<file path="config.mk">
export PLATFORM = sky130hd
export DESIGN_NAME = pipeline_trace_monitor
export DESIGN_NICKNAME = d
export VERILOG_FILES = /design/src/rtl/pipeline_monitor_pkg.sv /design/src/rtl/trace_fifo.sv /design/src/rtl/pipeline_trace_monitor.sv
export SDC_FILE = /design/constraint.sdc
export NUM_CORES = 2
export LEC_CHECK = 0
export BUFFER_PORTS_ARGS = -buffer_cell sky130_fd_sc_hd__buf_4
export CORE_MARGIN = 2
export CORE_UTILIZATION = 30
export CTS_CLUSTER_SIZE = 20
export DETAILED_ROUTE_END_ITERATION = 7
export PLACE_DENSITY = 0.57
export SYNTH_ARGS = -nofsm -noshare
export SYNTH_HDL_FRONTEND = slang
export SYNTH_SLANG_ARGS = --single-unit
export TNS_END_PERCENT = 30
</file>
<file path="constraint.sdc">
create_clock -name clk -period 9.61 [get_ports clk]
set_input_delay 0.4805 -clock clk [delete_from_list [all_inputs] [get_ports clk]]
set_output_delay 0.4805 -clock clk [all_outputs]
set_load 0.02 [all_outputs]
</file>
<file path="src/rtl/pipeline_monitor_pkg.sv">
`default_nettype none
// +----------------------------------------------------------------------------+
// | Module  : pipeline_monitor_pkg                                             |
// | Purpose : Shared types and default parameters for the run/trace monitor.   |
// | Rev     : 1.0  initial release                                             |
// +----------------------------------------------------------------------------+
package pipeline_monitor_pkg;

  localparam int DEFAULT_CNT_W        = 32;
  localparam int DEFAULT_N_EVENTS     = 4;
  localparam int DEFAULT_TRACE_DEPTH  = 16;
  localparam int DEFAULT_DRAIN_CYCLES = 5;
  localparam int DEFAULT_PC_W         = 64;

  // Trace storage is sized for the widest supported PC; narrower PCs are
  // zero-extended on write and truncated on read.
  localparam int TRACE_PC_MAX_W = 64;

  typedef enum logic [1:0] {
    ST_IDLE  = 2'd0,
    ST_RUN   = 2'd1,
    ST_DRAIN = 2'd2,
    ST_DONE  = 2'd3
  } mon_state_e;

  typedef struct packed {
    logic [TRACE_PC_MAX_W-1:0] pc;
    logic [31:0]               instr;
  } trace_entry_t;

endpackage
`default_nettype wire

</file>
<file path="src/rtl/trace_fifo.sv">
`default_nettype none
// +----------------------------------------------------------------------------+
// | Module  : trace_fifo                                                       |
// | Purpose : Show-ahead trace FIFO; drops pushes when full, sticky overflow.  |
// | Rev     : 1.0  initial release                                             |
// +----------------------------------------------------------------------------+
module trace_fifo
  import pipeline_monitor_pkg::*;
#(
  parameter int DEPTH = DEFAULT_TRACE_DEPTH
) (
  input  logic                   clk,
  input  logic                   reset,
  input  logic                   clear,
  input  logic                   push,
  input  trace_entry_t           push_entry,
  input  logic                   pop_ready,
  output logic                   rd_valid,
  output trace_entry_t           rd_entry,
  output logic [$clog2(DEPTH):0] count,
  output logic                   overflow
);

  localparam int              AW         = $clog2(DEPTH);
  localparam logic [AW:0]     FULL_COUNT = (AW+1)'(DEPTH);

  trace_entry_t  mem_q [DEPTH];
  logic [AW-1:0] wr_ptr_q, wr_ptr_d;
  logic [AW-1:0] rd_ptr_q, rd_ptr_d;
  logic [AW:0]   count_q, count_d;
  logic          overflow_q, overflow_d;
  logic          empty, full, do_pop, do_push;

  always_comb begin
    empty      = (count_q == '0);
    full       = (count_q == FULL_COUNT);
    do_pop     = pop_ready && !empty && !clear;
    // A pop in the same cycle frees the slot, so a full FIFO still accepts.
    do_push    = push && (!full || do_pop) && !clear;
    wr_ptr_d   = wr_ptr_q;
    rd_ptr_d   = rd_ptr_q;
    count_d    = count_q;
    overflow_d = overflow_q;
    if (clear) begin
      wr_ptr_d   = '0;
      rd_ptr_d   = '0;
      count_d    = '0;
      overflow_d = 1'b0;
    end else begin
      if (do_push) wr_ptr_d = wr_ptr_q + 1'b1;
      if (do_pop)  rd_ptr_d = rd_ptr_q + 1'b1;
      if (do_push && !do_pop)      count_d = count_q + 1'b1;
      else if (do_pop && !do_push) count_d = count_q - 1'b1;
      if (push && full && !do_pop) overflow_d = 1'b1;
    end
  end

  always_ff @(posedge clk or posedge reset) begin
    if (reset) begin
      wr_ptr_q   <= '0;
      rd_ptr_q   <= '0;
      count_q    <= '0;
      overflow_q <= 1'b0;
    end else begin
      wr_ptr_q   <= wr_ptr_d;
      rd_ptr_q   <= rd_ptr_d;
      count_q    <= count_d;
      overflow_q <= overflow_d;
    end
  end

  // Storage is not reset: slot contents are only observable once pushed.
  always_ff @(posedge clk) begin
    if (do_push) mem_q[wr_ptr_q] <= push_entry;
  end

  assign rd_valid = !empty;
  assign rd_entry = mem_q[rd_ptr_q];
  assign count    = count_q;
  assign overflow = overflow_q;

endmodule
`default_nettype wire

</file>
<file path="src/rtl/pipeline_trace_monitor.sv">
`default_nettype none
// +----------------------------------------------------------------------------+
// | Module  : pipeline_trace_monitor                                           |
// | Purpose : Run FSM, saturating cycle/retire/event counters, retire trace.   |
// | Rev     : 1.0  initial release                                             |
// +----------------------------------------------------------------------------+
module pipeline_trace_monitor
  import pipeline_monitor_pkg::*;
#(
  parameter int CNT_W        = DEFAULT_CNT_W,
  parameter int N_EVENTS     = DEFAULT_N_EVENTS,
  parameter int TRACE_DEPTH  = DEFAULT_TRACE_DEPTH,
  parameter int DRAIN_CYCLES = DEFAULT_DRAIN_CYCLES,
  parameter int PC_W         = DEFAULT_PC_W
) (
  input  logic                          clk,
  input  logic                          reset,
  input  logic                          start,
  input  logic                          clear,
  input  logic                          end_program,
  input  logic                          retire_valid,
  input  logic [PC_W-1:0]               retire_pc,
  input  logic [31:0]                   retire_instr,
  input  logic [N_EVENTS-1:0]           event_in,
  input  logic                          trace_rd_ready,
  output logic                          trace_rd_valid,
  output logic [PC_W-1:0]               trace_rd_pc,
  output logic [31:0]                   trace_rd_instr,
  output logic [$clog2(TRACE_DEPTH):0]  trace_count,
  output logic                          trace_overflow,
  output logic [CNT_W-1:0]              cycle_count,
  output logic [CNT_W-1:0]              retired_count,
  output logic [N_EVENTS*CNT_W-1:0]     event_counts,
  output logic                          busy,
  output logic                          done
);

  localparam int               DW       = $clog2(DRAIN_CYCLES + 1);
  localparam logic [CNT_W-1:0] CNT_MAX  = '1;
  localparam logic [DW-1:0]    DRAIN_LD = DW'(DRAIN_CYCLES);

  mon_state_e    state_q, state_d;
  logic [DW-1:0] drain_q, drain_d;
  logic [CNT_W-1:0] cycle_q, cycle_d;
  logic [CNT_W-1:0] retired_q, retired_d;
  logic          active;
  trace_entry_t  push_entry, rd_entry;

  assign active = (state_q == ST_RUN) || (state_q == ST_DRAIN);

  always_comb begin
    state_d = state_q;
    drain_d = drain_q;
    if (clear) begin
      state_d = ST_IDLE;
      drain_d = '0;
    end else begin
      unique case (state_q)
        ST_IDLE:  if (start) state_d = ST_RUN;
        ST_RUN: begin
          if (end_program) begin
            state_d = ST_DRAIN;
            drain_d = DRAIN_LD;
          end
        end
        ST_DRAIN: begin
          drain_d = drain_q - 1'b1;
          if (drain_q == DW'(1)) state_d = ST_DONE;
        end
        ST_DONE:  state_d = ST_DONE;
        default:  state_d = ST_IDLE;
      endcase
    end
  end

  always_comb begin
    cycle_d   = cycle_q;
    retired_d = retired_q;
    if (clear) begin
      cycle_d   = '0;
      retired_d = '0;
    end else if (active) begin
      if (cycle_q != CNT_MAX) cycle_d = cycle_q + 1'b1;
      if (retire_valid && retired_q != CNT_MAX) retired_d = retired_q + 1'b1;
    end
  end

  always_ff @(posedge clk or posedge reset) begin
    if (reset) begin
      state_q   <= ST_IDLE;
      drain_q   <= '0;
      cycle_q   <= '0;
      retired_q <= '0;
    end else begin
      state_q   <= state_d;
      drain_q   <= drain_d;
      cycle_q   <= cycle_d;
      retired_q <= retired_d;
    end
  end

  for (genvar i = 0; i < N_EVENTS; i++) begin : g_evt
    logic [CNT_W-1:0] evt_q, evt_d;

    always_comb begin
      evt_d = evt_q;
      if (clear) evt_d = '0;
      else if (active && event_in[i] && evt_q != CNT_MAX) evt_d = evt_q + 1'b1;
    end

    always_ff @(posedge clk or posedge reset) begin
      if (reset) evt_q <= '0;
      else       evt_q <= evt_d;
    end

    assign event_counts[i*CNT_W +: CNT_W] = evt_q;
  end

  always_comb begin
    push_entry                = '0;
    push_entry.pc[PC_W-1:0]   = retire_pc;
    push_entry.instr          = retire_instr;
  end

  trace_fifo #(
    .DEPTH (TRACE_DEPTH)
  ) u_trace_fifo (
    .clk        (clk),
    .reset      (reset),
    .clear      (clear),
    .push       (retire_valid && active),
    .push_entry (push_entry),
    .pop_ready  (trace_rd_ready),
    .rd_valid   (trace_rd_valid),
    .rd_entry   (rd_entry),
    .count      (trace_count),
    .overflow   (trace_overflow)
  );

  assign trace_rd_pc    = rd_entry.pc[PC_W-1:0];
  assign trace_rd_instr = rd_entry.instr;
  assign cycle_count    = cycle_q;
  assign retired_count  = retired_q;
  assign busy           = active;
  assign done           = (state_q == ST_DONE);

endmodule
`default_nettype wire

</file>
### After elaboration in Yosys (flattened, before gate mapping)

Memory sizes are Yosys's and may differ from the RTL's.
Cells that the tools add are included.

| word-level totals | value |
|---|---|
| bits in writable memories | 1536 |
| flip-flop bits (word level) | 211 |
| memories kept | 1 |
| output and inout port bits | 297 |

| operators by class | value |
|---|---|
| equality and inequality tests | 14 |
| mux-type cells | 33 |
| add/sub/neg operators | 11 |
| reduce and logical (&&, ||, !) cells | 43 |

Memories:

| name | words | bits a word | rd ports | clocked after Yosys merged registers in | wr ports | RTL line | source |
|---|---|---|---|---|---|---|---|
| u_trace_fifo.mem_q | 16 | 96 | 1 | 0 | 1 | trace_fifo.sv:27 | `trace_entry_t mem_q [DEPTH];` |

Operator list:

| operator | number |
|---|---|
| 32-bit two-way mux | 14 |
| 32-bit by 1-bit adder with 32-bit output, second input constant | 6 |
| 32-bit inequality test, second input constant | 6 |
| 2-bit nonzero test | 10 |
| 1-bit logical AND | 18 |
| 4-bit two-way mux | 4 |
| 5-bit two-way mux | 3 |
| 4-bit by 1-bit adder with 4-bit output, second input constant | 2 |
| 2-bit two-way mux | 4 |
| 2-bit one-hot mux with 4 select lines | 1 |
| 3-bit two-way mux | 2 |
| 3-bit inequality test, second input constant | 2 |
| 3-bit one-hot mux with 2 select lines | 1 |
| 2-bit AND reduction | 3 |
| 3-bit nonzero test | 2 |
| 5-bit by 1-bit adder with 5-bit output, second input constant | 1 |
| 5-bit == test, second input constant | 1 |
| 1-bit logical NOT | 5 |
| 5-bit logical NOT | 1 |
| 5-bit by 1-bit subtractor with 5-bit output, second input constant | 1 |
| 2-bit == test, second input constant | 2 |
| 1-bit two-way mux | 4 |
| 3-bit by 1-bit == test with 1-bit output, second input constant | 1 |
| 3-bit by 2-bit inequality test with 1-bit output, second input constant | 1 |
| other kinds (5) | 6 |

### Depth between registers and ports, before layout

| logic depth | value |
|---|---|
| depth in word-level cells | 12 |
| mapped depth | 14 |
| gate-level depth less buffers | 11 |

### Hierarchy

A second synthesis with hierarchy kept.

| second synthesis, totals | value |
|---|---|
| cell total of the unflattened synthesis | 3685 |
| area total of the unflattened synthesis | 69150.1 um^2 |

Modules (own cells, without submodules):

| module | instances | sequential area each (um^2) | area an instance (um^2) | cells an instance |
|---|---|---|---|---|
| trace_fifo | 1 | 46474.6 | 58273.4 | 2463 |
| pipeline_trace_monitor | 1 | 4929.7 | 10876.7 | 1222 |

### Least setup slack after synthesis

Ideal clock, no wire load.

| timing | value |
|---|---|
| path kind | flip-flop to flip-flop |
| start | register state_q[0] |
| end | memory u_trace_fifo.mem_q[1][0] in the netlist's numbering, enable pin |
| arrival | 8.689 ns |
| buffers on the path | 3 |
| stages on the path, launching flop included | 10 |
| required time | 8.941 ns |
| path slack | 0.252 ns |
| setup time | 0.669 ns |
| clock period less this slack | 9.358 ns |
| cell sequence | dfrtp_1 inv_1 ha_1 clkbuf_1 clkbuf_1 nand2_1 clkbuf_1 nor3_1 nand2_1 nor3_1 |

| between the ends | value |
|---|---|
| word-level cells in the longest chain between the ends | 7 |

Ends and longest elaborated chain:

| item | RTL line | source |
|---|---|---|
| start, declared | pipeline_trace_monitor.sv:42 | `mon_state_e state_q, state_d;` |
| start signal, assigned | pipeline_trace_monitor.sv:95 | `state_q <= state_d;` |
| 2-bit by 1-bit == test with 1-bit output or 2-bit == test (tied branches) | pipeline_trace_monitor.sv:49 | `assign active = (state_q == ST_RUN) \|\| (state_q == ST_DRAIN);` |
| 1-bit logical OR * | pipeline_trace_monitor.sv:49 |  |
| via busy | pipeline_trace_monitor.sv:34 | `output logic busy,` |
| 1-bit logical AND * | pipeline_trace_monitor.sv:131 | `.push (retire_valid && active),` |
| 1-bit logical AND * (2 in a row) | trace_fifo.sv:39 | `do_push = push && (!full \|\| do_pop) && !clear;` |
| 1-bit two-way mux * | trace_fifo.sv:74 | `if (do_push) mem_q[wr_ptr_q] <= push_entry;` |
| 1-bit two-way mux (not written as such) * | trace_fifo.sv:74 |  |
| end, declared | trace_fifo.sv:27 |  |

The timed path passes the listed nets; every way through them passes the cells marked *.

### Worst setup path after layout

| timing | value |
|---|---|
| start | register u_trace_fifo.rd_ptr_q[1] |
| end | output port trace_rd_pc[17] |

| between the ends | value |
|---|---|
| word-level cells in the longest chain between the ends | 1 |

Ends and longest elaborated chain:

| item | RTL line | source |
|---|---|---|
| start, declared | trace_fifo.sv:29 | `logic [AW-1:0] rd_ptr_q, rd_ptr_d;` |
| start signal, assigned | trace_fifo.sv:66 | `rd_ptr_q <= rd_ptr_d;` |
| memory read 16 x 96 bit | n/a |  |
| end, declared | pipeline_trace_monitor.sv:27 | `output logic [PC_W-1:0] trace_rd_pc,` |

Every way passes these cells.

==> impl_metrics.env <==
export IMPL_crit_fanout=50
export IMPL_synth_area_um2=70500
export IMPL_cts_resized=0
export IMPL_post_synth_top_area_cell="edfxtp_1"
export IMPL_hold_end="g_evt[0].evt_q[10]$_DFFE_PP0P_"
export IMPL_final_setup_viol_count=0
export IMPL_finalPower_mw=19.3
export IMPL_die_area_um2=239000
export IMPL_synthArstFlopShare_pct=12.1
export IMPL_ys_flop_type="edfxtp_1"
export IMPL_power_leakage_nw=27.6
export IMPL_cp_cell_sequence="buf_4 -> buf_4 -> buf_4 -> mux4_2 -> a22oi_1 -> nand2_1 -> buf_4"
export IMPL_grt_max_degree=143
export IMPL_syn2layout_area_growth_pct=19.6
export IMPL_postSynthCellCount=4219
export IMPL_slew_viol_final=0
export IMPL_layout_worst_path_cycle_share_pct=55.3
export IMPL_cts_htree_levels=4
export IMPL_grt_pass1_wl_um=279000
export IMPL_cp_slowest_stage_delay_ps=780
export IMPL_crit_top_cell="buf_4"
export IMPL_ant_nets=0
export IMPL_drt_iter0_drc=3771
export IMPL_rows=177
export IMPL_cts_sinks=1747
export IMPL_cts_hold_fix_buffers=98
export IMPL_relSlewSlack_pct=17.2
export IMPL_synth_nets=4349
export IMPL_insertion_delay_ps=850
export IMPL_synth_edf_count=1536
export IMPL_avgSynthCellArea_um2=16.7
export IMPL_path_clk_slew_ps=60
export IMPL_finalInstanceArea_um2=84300
export IMPL_drive_above_1_share_pct=22.3
export IMPL_hold_depth=2
export IMPL_drt_pass1_iterations=5
export IMPL_cts_made_buffers=184
export IMPL_final_common_cell="edfxtp_1"
export IMPL_initial_core_util_pct=30.2
export IMPL_yosys_warnings=0
export IMPL_hpwl_um=108000
export IMPL_cp_end_kind="output pin"
export IMPL_rsz0062_at_grt="false"
export IMPL_vias=40964
export IMPL_fmax_mhz=188
export IMPL_synth_top_area_share_pct=65.4
export IMPL_outcome="complete, no violations"
export IMPL_startpoint_type="flip-flop"
export IMPL_post_dp_cell_area_um2=77300
export IMPL_reg2reg_slack_ps=4920
export IMPL_antenna_found_initial=43
export IMPL_cts_buffer_depth=3
export IMPL_crit_arrival_ps=4830
export IMPL_port_buffers=403
export IMPL_ys_ff_latch=1747
export IMPL_maxCapViolations=0
export IMPL_fin_crit_ps=5310
export IMPL_grt_pass1_vias=40189
export IMPL_overflow=0
export IMPL_r2r_end="u_trace_fifo.mem_q[5][42]$_DFFE_PP_"
export IMPL_dp_cells=7586
export IMPL_nets=4868
export IMPL_power_density_nw_per_um2=228
export IMPL_r2r_start="state_q[1]$_DFFE_PP0P_"
export IMPL_routed_wl_um=192000
export IMPL_grt_usage_pct=15.7
export IMPL_gp_congestion=0.823
export IMPL_wire_per_inst_um=23.9
export IMPL_io_pins=404
export IMPL_finClkSkew_ps=94.0
export IMPL_final_cell_mix="edfxtp_1, buf_4, mux2i_1"
export IMPL_fin_cells=8029
export IMPL_hold_viol_final=0
export IMPL_setup_tns_ps=0
export IMPL_cts_root_buf="clkbuf_16"
export IMPL_die_h_um=489
export IMPL_ys_seq_area_share_pct=72.9
export IMPL_yosysUniqueCellTypes=63
export IMPL_via_per_inst=5.10
export IMPL_reg2reg_depth=9
export IMPL_critPathKind="reg2out"
export IMPL_hold_start="clear"
export IMPL_hold_class="in2reg"
export IMPL_cp_data_required_time_ps=9130
export IMPL_drc_errors=0
export IMPL_critical_path_slowest_cell="buf_4"
export IMPL_max_vdd_ir_drop_v=0.000217
export IMPL_coreArea_um2=233000
export IMPL_cts_tree="done"
export IMPL_worst_slew_pin_slew_ps=1240
export IMPL_die_w_um=489
export IMPL_netlist_top_cells_area="edfxtp_1, dfrtp_1, mux4_2"
export IMPL_cts_setup_buffers=0
[metal layers]
metal / wire length [um] / GRT usage [%] / part of all wire [%] / vias to the layer above
li1: - / - / - / 18099
met1: 82200 / 21.0 / 43 / 21246
met2: 91300 / 25.6 / 48 / 1290
met3: 14200 / 3.66 / 7.4 / 293
met4: 4060 / 3.77 / 2.1 / 36
met5: 253 / 0 / 0.13 / -
[worst max path at each step]
stage	startpoint	endpoint	slack (ps)	cells past startpoint
floorplan	state_q[0]$_DFFE_PP0P_	u_trace_fifo.mem_q[1][0]$_DFFE_PP_	250	9
global placement	state_q[0]$_DFFE_PP0P_	u_trace_fifo.mem_q[5][89]$_DFFE_PP_	4760	9
detailed placement	state_q[1]$_DFFE_PP0P_	u_trace_fifo.mem_q[5][89]$_DFFE_PP_	4750	9
CTS	u_trace_fifo.rd_ptr_q[1]$_DFFE_PP0P_	trace_rd_pc[16]	4130	7
global route	u_trace_fifo.rd_ptr_q[1]$_DFFE_PP0P_	trace_rd_pc[16]	4070	7
finish	u_trace_fifo.rd_ptr_q[1]$_DFFE_PP0P_	trace_rd_pc[17]	4300	7
[where the power goes]
group,internal [mW],leakage (nW),switching (mW)
sequential,8.43,16.7,0.128
combinational,1.55,7.90,2.14
clock,3.96,2.92,3.04
total,13.9,27.6,5.31
[stage by stage]
step / hold slack, ps / worst slack [ps] / utilization [%]
after global routing: 78.7 / 4070 / 36.2
after floorplan: 488 / 252 / -
after detailed placement: 514 / 4750 / 33.2
final: 82.0 / 4300 / 36.2
after CTS: 21.6 / 4130 / 36.1
after global placement: 488 / 4760 / 33.2
[worst max-delay path, delay by kind of cell, from the launching register on]
| kind | cells | cell delay [ps] |
|---|---|---|
| and+or+nand+nor | 1 | 220 |
| buffers and inverters | 4 | 2310 |
| muxes | 1 | 420 |
| AOI/OAI and AO/OA | 1 | 200 |
| DFF | 1 | 670 |
[cells in the mapped netlist (18+ instances only)]
library cell	count
a21oi_1	224
a221oi_1	96
a22oi_1	96
and3_1	22
buf_1	42
clkbuf_1	180
dfrtp_1	211
edfxtp_1	1536
ha_1	22
inv_1	38
mux2_2	118
mux2i_1	297
mux4_2	192
nand2_1	196
nand3_1	79
nand4_1	57
nor2_1	107
nor2b_1	18
nor3_1	22
nor4_1	28
o21ai_0	263
o31ai_1	56
or3_1	76
or4_1	70
xnor2_1	25
[cell families after synthesis]
group	after synthesis	share of synthesized area [%]
compound gates	800	7.02
xor+xnor	38	0.472
fa+ha+maj	23	0.419
buf+inv	274	1.49
flops	1747	72.9
mux	607	12.2
simple gates	730	5.45
[flip-flops by register name (all words and copies together), names as in the netlist, 3 cells and up]
register and flops:
u_trace_fifo.mem_q 1536, g_evt.evt_q 128, cycle_count 32, retired_count 32, u_trace_fifo.count 5, u_trace_fifo.rd_ptr_q 4
u_trace_fifo.wr_ptr_q 4, drain_q 3
[area by class of cell]
type                       instances  area, um^2
antenna                            9        22.5
timing repair buffer             568        4630
fill                           21787      149000
clock inverter                    98        1090
sequential                      1747       51400
inverter                          39         154
multi-input combinational       2198       18200
clock buffer                     238        4910
tap                             3132        3920
Power figures use the tool's default switching activity.
